**config.mk**
```make
export PLATFORM = sky130hd
export DESIGN_NAME = dm_port_arbiter
export DESIGN_NICKNAME = d
export VERILOG_FILES = /design/src/rtl/dm_port_arbiter.sv
export SDC_FILE = /design/constraint.sdc
export NUM_CORES = 1
export LEC_CHECK = 0
export BUFFER_PORTS_ARGS = -buffer_cell sky130_fd_sc_hd__buf_2
export CORE_AREA = 2 2 104 106
export DETAILED_ROUTE_END_ITERATION = 6
export DIE_AREA = 0 0 106 108
export HOLD_SLACK_MARGIN = 0.1
export PLACE_DENSITY = 0.69
export SLEW_MARGIN = 20
export SYNTH_ARGS = -nofsm -noshare
export SYNTH_HDL_FRONTEND = slang
export SYNTH_SLANG_ARGS = --single-unit
```
**constraint.sdc**
```tcl
create_clock -name clk -period 6.9 [get_ports clk]
set_input_delay 1.035 -clock clk [delete_from_list [all_inputs] [get_ports clk]]
set_output_delay 1.035 -clock clk [all_outputs]
set_load 0.005 [all_outputs]
```
**src/rtl/dm_port_arbiter.sv**
```systemverilog
// Shares the synchronous-read data RAM between the MEM stage and a read-only debug port.
// MEM has priority; a starvation counter forces a debug read through after STARVE_MAX MEM wins.
module dm_port_arbiter #(
    parameter int unsigned STARVE_MAX = 4
) (
    input  logic        clk,
    input  logic        reset,
    input  logic        mem_req,
    input  logic [31:0] mem_addr,
    input  logic [3:0]  mem_wen,
    input  logic [31:0] mem_wdata,
    output logic        mem_gnt,
    output logic        mem_rvalid,
    output logic [31:0] mem_rdata,
    input  logic        dbg_req,
    input  logic [31:0] dbg_addr,
    output logic        dbg_gnt,
    output logic        dbg_rvalid,
    output logic [31:0] dbg_rdata,
    output logic [31:0] ram_addr,
    output logic [3:0]  ram_wen,
    output logic [31:0] ram_wdata,
    input  logic [31:0] ram_rdata
);

    localparam int unsigned CNT_W  = 4;
    localparam int unsigned DATA_W = 32;

    typedef enum logic [1:0] {
        RD_NONE = 2'd0,
        RD_MEM  = 2'd1,
        RD_DBG  = 2'd2
    } rd_owner_e;

    rd_owner_e           rd_owner_q, rd_owner_d;
    logic [CNT_W-1:0]    starve_cnt_q, starve_cnt_d;
    logic [DATA_W-1:0]   mem_hold_q, mem_hold_d;
    logic [DATA_W-1:0]   dbg_hold_q, dbg_hold_d;
    logic                starve_hit;

    always_ff @(posedge clk or posedge reset) begin
        if (reset) begin
            rd_owner_q   <= RD_NONE;
            starve_cnt_q <= '0;
            mem_hold_q   <= '0;
            dbg_hold_q   <= '0;
        end else begin
            rd_owner_q   <= rd_owner_d;
            starve_cnt_q <= starve_cnt_d;
            mem_hold_q   <= mem_hold_d;
            dbg_hold_q   <= dbg_hold_d;
        end
    end

    // Grant selection; grants are suppressed while reset is held.
    always_comb begin
        starve_hit = (starve_cnt_q == CNT_W'(STARVE_MAX));
        dbg_gnt    = ~reset & dbg_req & (~mem_req | starve_hit);
        mem_gnt    = ~reset & mem_req & ~dbg_gnt;
    end

    // RAM port mux; debug accesses are always reads.
    always_comb begin
        ram_addr  = '0;
        ram_wen   = 4'b0000;
        ram_wdata = '0;
        if (dbg_gnt) begin
            ram_addr = dbg_addr;
        end else if (mem_gnt) begin
            ram_addr  = mem_addr;
            ram_wen   = mem_wen;
            ram_wdata = mem_wdata;
        end
    end

    // Read-owner tracking and starvation counter next state.
    always_comb begin
        rd_owner_d   = RD_NONE;
        starve_cnt_d = starve_cnt_q;
        if (dbg_gnt) begin
            rd_owner_d = RD_DBG;
        end else if (mem_gnt && (mem_wen == 4'b0000)) begin
            rd_owner_d = RD_MEM;
        end

        if (!dbg_req || dbg_gnt) begin
            starve_cnt_d = '0;
        end else if (mem_gnt && (starve_cnt_q < CNT_W'(STARVE_MAX))) begin
            starve_cnt_d = starve_cnt_q + CNT_W'(1);
        end
    end

    // Read return steering with hold registers that keep the last returned word.
    always_comb begin
        mem_rvalid = ~reset & (rd_owner_q == RD_MEM);
        dbg_rvalid = ~reset & (rd_owner_q == RD_DBG);
        mem_rdata  = mem_rvalid ? ram_rdata : mem_hold_q;
        dbg_rdata  = dbg_rvalid ? ram_rdata : dbg_hold_q;
        mem_hold_d = mem_rvalid ? ram_rdata : mem_hold_q;
        dbg_hold_d = dbg_rvalid ? ram_rdata : dbg_hold_q;
    end

endmodule

```
==> impl_results.md, run 1 <==
* Total track usage at a little under a fifth
* Initial antenna violation count at 5
* Post-layout util at about half
* Status: completed
* Reg clk slew, reported paths at around 70 ps
* Worst-path maximum fanout at 30
* EDFF count, synth at 0
* Worst clock skew at 14.7 ps
* Vias at around 3000
* Fin crit share at around half
* Post-Syn Instances at between 200 and 250
* Synth async-reset ratio at 100%
* Final Hold Fails at 0
* HPWL after DPL at between 9 and 10 mm
* Hold slack at between 400 and 500 ps
* Syn nets at 380
* Placed Cells at 636
* Vias per Instance at roughly 4.6
* Aggregate global routing overflow at 0
* Slew margin rel. at ~43%
* Sequential area share after synthesis at between 50% and 60%
* I/O Buffers at 271
* Data arrival time of the worst path at 2460 ps
* Final std cells w/o fill at 656
* Clk Latency, worst-skew pair at roughly 340 ps
* Worst EP required at approximately 5900 ps
* Final wirelength at 11.0 mm
* Critical path type: input pin to primary output
* Top post-synthesis cells by count: 70 x dfrtp_1, 62 x mux2_2, 37 x and2_1
* Worst Tran Pin Value at roughly 860 ps
* Number of global-route vias before repair at between 2000 and 3000
* Ys flop type: dfrtp_1
* LEAKAGE at 0.00281 uW
* Antenna-violating nets left at 0
* Class of the worst hold path: flip-flop to flip-flop
* PostCTS Resize Cnt at 0
* Ys Warns at 0
* Initial Util at between 30% and 40%
* Cell taking the most area after synthesis: dfrtp_1
* Final Max Slew Viols at 0
* Top cells by area, synth: dfrtp_1 52%, mux2_2 21%, and2_1 6.9%
* Die area at 11400 sq um
* RSZ-0062 raised after global routing: false
* Syn Area/Cell at approximately 14 sq um
* Crit end category: primary output
* DR DRC count at 0
* Final worst path period need at between 3000 and 4000 ps
* Ports at approximately 270
* Clock root buffer: clkbuf_8
* TritonCTS buffer count at 9
* First-pass GRT wire length at 16.0 mm
* Sink Count at 70
* Synth top area share at 52.2%
* Synthesized area at around 3400 sq um
* Largest net degree at the start of global routing at 71
* Final setup violation count at 0
* WL/cell at 16.7 microns
* Fmax at 0.286 GHz
* Top-count cell post-synth: dfrtp_1
* CTS tree: yes
* Cell variety after synth at 23
* Core Area at between 10000 and 15000 sq um
* Cts hold-fix bufs at 0
* Yosys reg bits at 70
* # H-tree levels at 3
* RePlAce Congestion at around 0.86
* Pwr dens at 225 nW/um^2
* Row cnt at 37
* Dpl cell area at 4770 sq um
* Clock Path Buffers at 2
* DRT iter0 DRCs at ~110
* Setup_tns at 0 ps
* Share of post-route cells with drive strength above 1 at ~71%
* Drt pass-1 iters at 6
* # Post-CTS Setup Buffers at 0
* NumNets Final at 649
* CP startpoint kind: input pin
* Die height at about 110 microns
* Final Cell Area at roughly 5000 sq um
* Chip width at 106 microns
* Worst vdd ir at 0.000106 V
* Area Growth Syn to Fin at 48.9%
* Max Cap Viol at 0
-- critical path: stages --
cell,delay (ps)
buf_2,180
nor3b_4,290
buf_4,400
mux2_2,400
buf_2,130
-- cell type report --
cell class / count / area [sq um]
multi-input cells: 150 / 1440
well taps: 136 / 170
repair buffers: 276 / 1390
fillers: 972 / 5230
inverters: 4 / 15.0
diodes: 4 / 10.0
clock inverters: 6 / 93.8
clock buffers: 10 / 128
flip-flops and latches: 70 / 1750
-- path summary, 6_finish.rpt --
kind                            slack [ps]                  endpoint                        start  cells after the start
worst max-delay path                  3400             dbg_rdata[29]                        reset                      5
worst min-delay path                   490  dbg_hold_q[12]$_DFF_PP0_     dbg_hold_q[12]$_DFF_PP0_                      1
worst max register to register        5240   rd_owner_q[0]$_DFF_PP0_  starve_cnt_q[0]$_DFFE_PP0P_                      6
worst min register to register         490  dbg_hold_q[12]$_DFF_PP0_     dbg_hold_q[12]$_DFF_PP0_                      1
max in group asynchronous             5250  mem_hold_q[12]$_DFF_PP0_                        reset                      3
min in group asynchronous             1070   mem_hold_q[2]$_DFF_PP0_                        reset                      3
-- stage by stage --
stage / setup WS [ps] / total power, uW
2_1_floorplan: 2390 / 624
3_3_place_gp: 3410 / 762
3_5_place_dp: 3380 / 771
4_1_cts: 3370 / 1150
5_1_grt: 3310 / 1190
6_report: 3400 / 1120
-- sequential cells by signal, summed over array words and instances (netlist names) --
signal	count
mem_hold_q	32
dbg_hold_q	32
starve_cnt_q	4
rd_owner_q	2
-- routing by layer --
layer | global-route usage, % | routed length, microns
met5 | 0 | 11
met3 | 6.03 | 841
met4 | 9.96 | 267
met2 | 32.5 | 5890
met1 | 20.0 | 3960
-- report_power, final --
part	internal [uW]	switching, uW
combinational	148	120
clock	206	160
sequential	474	16.0
total	828	296
-- cells by family (layout without fill, tap and decap cells) --
family                   count (synthesis)  after routing  synth area share [%]
XOR/XNOR                                 1              1                 0.261
multiplexers                            65             65                  21.8
buffers and inverters                   22            296                  5.07
adder cells (fa/ha/maj)                  2              2                 0.745
AND/OR/NAND/NOR                         46             46                  10.2
flip-flops                              70             70                  52.2
other                                    0              4                     0
AO/OA/AOI/OAI                           36             36                  9.80
-- cells in the final DEF, fill, tap and decap left out, types with 3 or more instances in the layout --
cell / Yosys / routed
a22o_1: 25 / 25
diode_2: 0 / 4
a22o_2: 7 / 7
and2_1: 37 / 37
buf_4: 6 / 5
buf_2: 2 / 271
dfrtp_1: 70 / 70
nor3_1: 3 / 3
clkbuf_8: 0 / 9
mux2_2: 62 / 62
inv_1: 4 / 3
(Power assumes the default switching activity.)
==> inputs of run 2 (changes only) <==
Settings changed: PLACE_DENSITY 0.69 to 0.72.
Clock period 6.9 ns to 3.2 ns, I/O delays scaled along.
==> run 2 against run 1 <==
Compared with the run above:
- power up 120%
- critical path depth up 2
- sequential cell count unchanged
- sequential share of layout area down 0.24 points
==> impl_results.md, run 2 (synthesis results as in run 1) <==
* Aggregate global routing overflow at 0
* Cts hold-fix bufs at 0
* Area Growth Syn to Fin at 49.9%
* Drt pass-1 iters at 4
* Final wirelength at about 11 mm
* TritonCTS buffer count at 9
* Clock root buffer: clkbuf_8
* Pwr dens at about 480 nW/um^2
* Worst clock skew at 9.17 ps
* Chip width at roughly 110 microns
* RSZ-0062 raised after global routing: false
* Worst Tran Pin Value at around 880 ps
* Switching share of power at between 20 and 30%
* Fin crit share at 81.2%
* Crit end category: primary output
* Data arrival time of the worst path at ~2100 ps
* Final Hold Fails at 0
* Fmax at roughly 0.38 GHz
* Vias at 3046
* # Post-CTS Setup Buffers at 0
* Top flop regs: dbg_hold_q: 32 flops, mem_hold_q: 32 flops, starve_cnt_q: 4 flops
* Core Area at about 10000 sq um
* Final worst path period need at ~2600 ps
* I/O Buffers at around 270
* NumNets Final at 650
* Setup_tns at 0 ps
* Most frequent cells in the layout: 271 x buf_2, 70 x dfrtp_1, 62 x mux2_2
* DR DRC count at 0
* Final worst setup slack at ~600 ps
* HPWL after DPL at around 9.1 mm
* Initial antenna violation count at 2
* Comb pwr share at roughly a quarter
* Initial Util at between 30 and 40%
* Worst-path maximum fanout at 34
* Row cnt at 37
* Hold path cells at 2
* Vias per Instance at about 4.6
* Clk Latency, worst-skew pair at 330 ps
* Die height at around 110 microns
* Max Cap Viol at 0
* Die area at 11400 sq um
* Pre-CTS setup slack at around 900 ps
* Hold path endpoint: mem_hold_q[7]$_DFF_PP0_
* Total track usage at between 10% and 20%
* Reg2reg setup slack at 1700 ps
* WL/cell at between 15 and 20 microns
* Sequential Power Share at roughly 44%
* Number of global-route vias before repair at about 3000
* Critical path type: flip-flop to primary output
* First-pass GRT wire length at between 15 and 20 mm
* Internal power at 1810 uW
* DRT iter0 DRCs at just under 80
* Final Max Slew Viols at 0
* Clock Power Share at roughly a third
* # H-tree levels at 3
* Commonest non-fill, non-tap cell in the layout: buf_2
* Class of the worst hold path: input pin to flip-flop
* PostCTS Resize Cnt at 0
* CTS tree: yes
* FF-to-FF Start: rd_owner_q[0]$_DFF_PP0_
* CP startpoint kind: flip-flop
* Final setup violation count at 0
* Worst vdd ir at between 0.0002 and 0.0003 V
* Antenna-violating nets left at 0
* Clock Path Buffers at 2
* Status: completed
* R2R depth at 3
* Share of post-route cells with drive strength above 1 at between 70% and 80%
* Ports at about 270
* RePlAce Congestion at between 0.8 and 0.9
* Sink Count at 70
* Psw at around 600 uW
* HP Start: ram_rdata[7]
* FF-to-FF End: dbg_hold_q[1]$_DFF_PP0_
* LEAKAGE at 0.00282 uW
* Total power at 2420 uW
* Largest net degree at the start of global routing at 71
* Slew margin rel. at a little over two fifths
* Reg clk slew, reported paths at ~70 ps
* Worst EP required at about 2700 ps
-- run 2: worst max-delay path: stages (launching register included) --
cell	delay (ps)
dfrtp_1	400
inv_1	70
ha_1	180
nand3b_4	110
a211oi_4	240
buf_4	370
a22o_2	250
buf_2	160
-- run 2: worst max path at each step --
stage | slack, ps | end | start | cells past startpoint
2_1_floorplan | 160 | ram_addr[0] | reset | 6
3_3_place_gp | 910 | dbg_rdata[26] | reset | 5
4_1_cts | 580 | ram_addr[1] | starve_cnt_q[0]$_DFFE_PP0P_ | 7
6_report | 600 | ram_addr[1] | starve_cnt_q[0]$_DFFE_PP0P_ | 7
3_5_place_dp | 900 | dbg_rdata[1] | reset | 5
5_1_grt | 480 | ram_addr[1] | starve_cnt_q[0]$_DFFE_PP0P_ | 7
-- run 2: layout make-up --
type                    count  area (sq um)
fillers                   964          5200
flip-flops and latches     70          1750
multi-input cells         150          1440
repair buffers            277          1430
well taps                 136           170
clock buffers              11           141
clock inverters             5          81.3
inverters                   4          18.8
diodes                      3          7.51
-- run 2: per-layer routing --
layer	part of all wire [%]	vias to the layer above	wire [microns]	global-route usage, %
li1	-	1401	-	-
met1	39	1474	4330	21.5
met2	50	149	5580	32.8
met3	6.5	20	719	5.00
met4	3.7	2	406	7.52
met5	0.15	-	17	0
-- run 2: metrics by stage --
stage / hold slack, ps / instances / util [%] / instance area [sq um]
final: 405 / 656 / 49.2 / 5030
after floorplan: 476 / 242 / - / 3360
after CTS: 385 / 653 / 49.1 / 5020
after global placement: 466 / 637 / 46.9 / 4800
after global routing: 385 / 653 / 49.1 / 5020
after detailed placement: 467 / 637 / 46.9 / 4800
-- run 2: power groups by stage --
stage	Clock, uW	Sequential [uW]	Combinational (uW)
detailed placement	0	1080	590
CTS	811	1060	592
floorplan	0	1060	283
global placement	0	1070	575
global route	853	1070	637
finish	781	1060	582
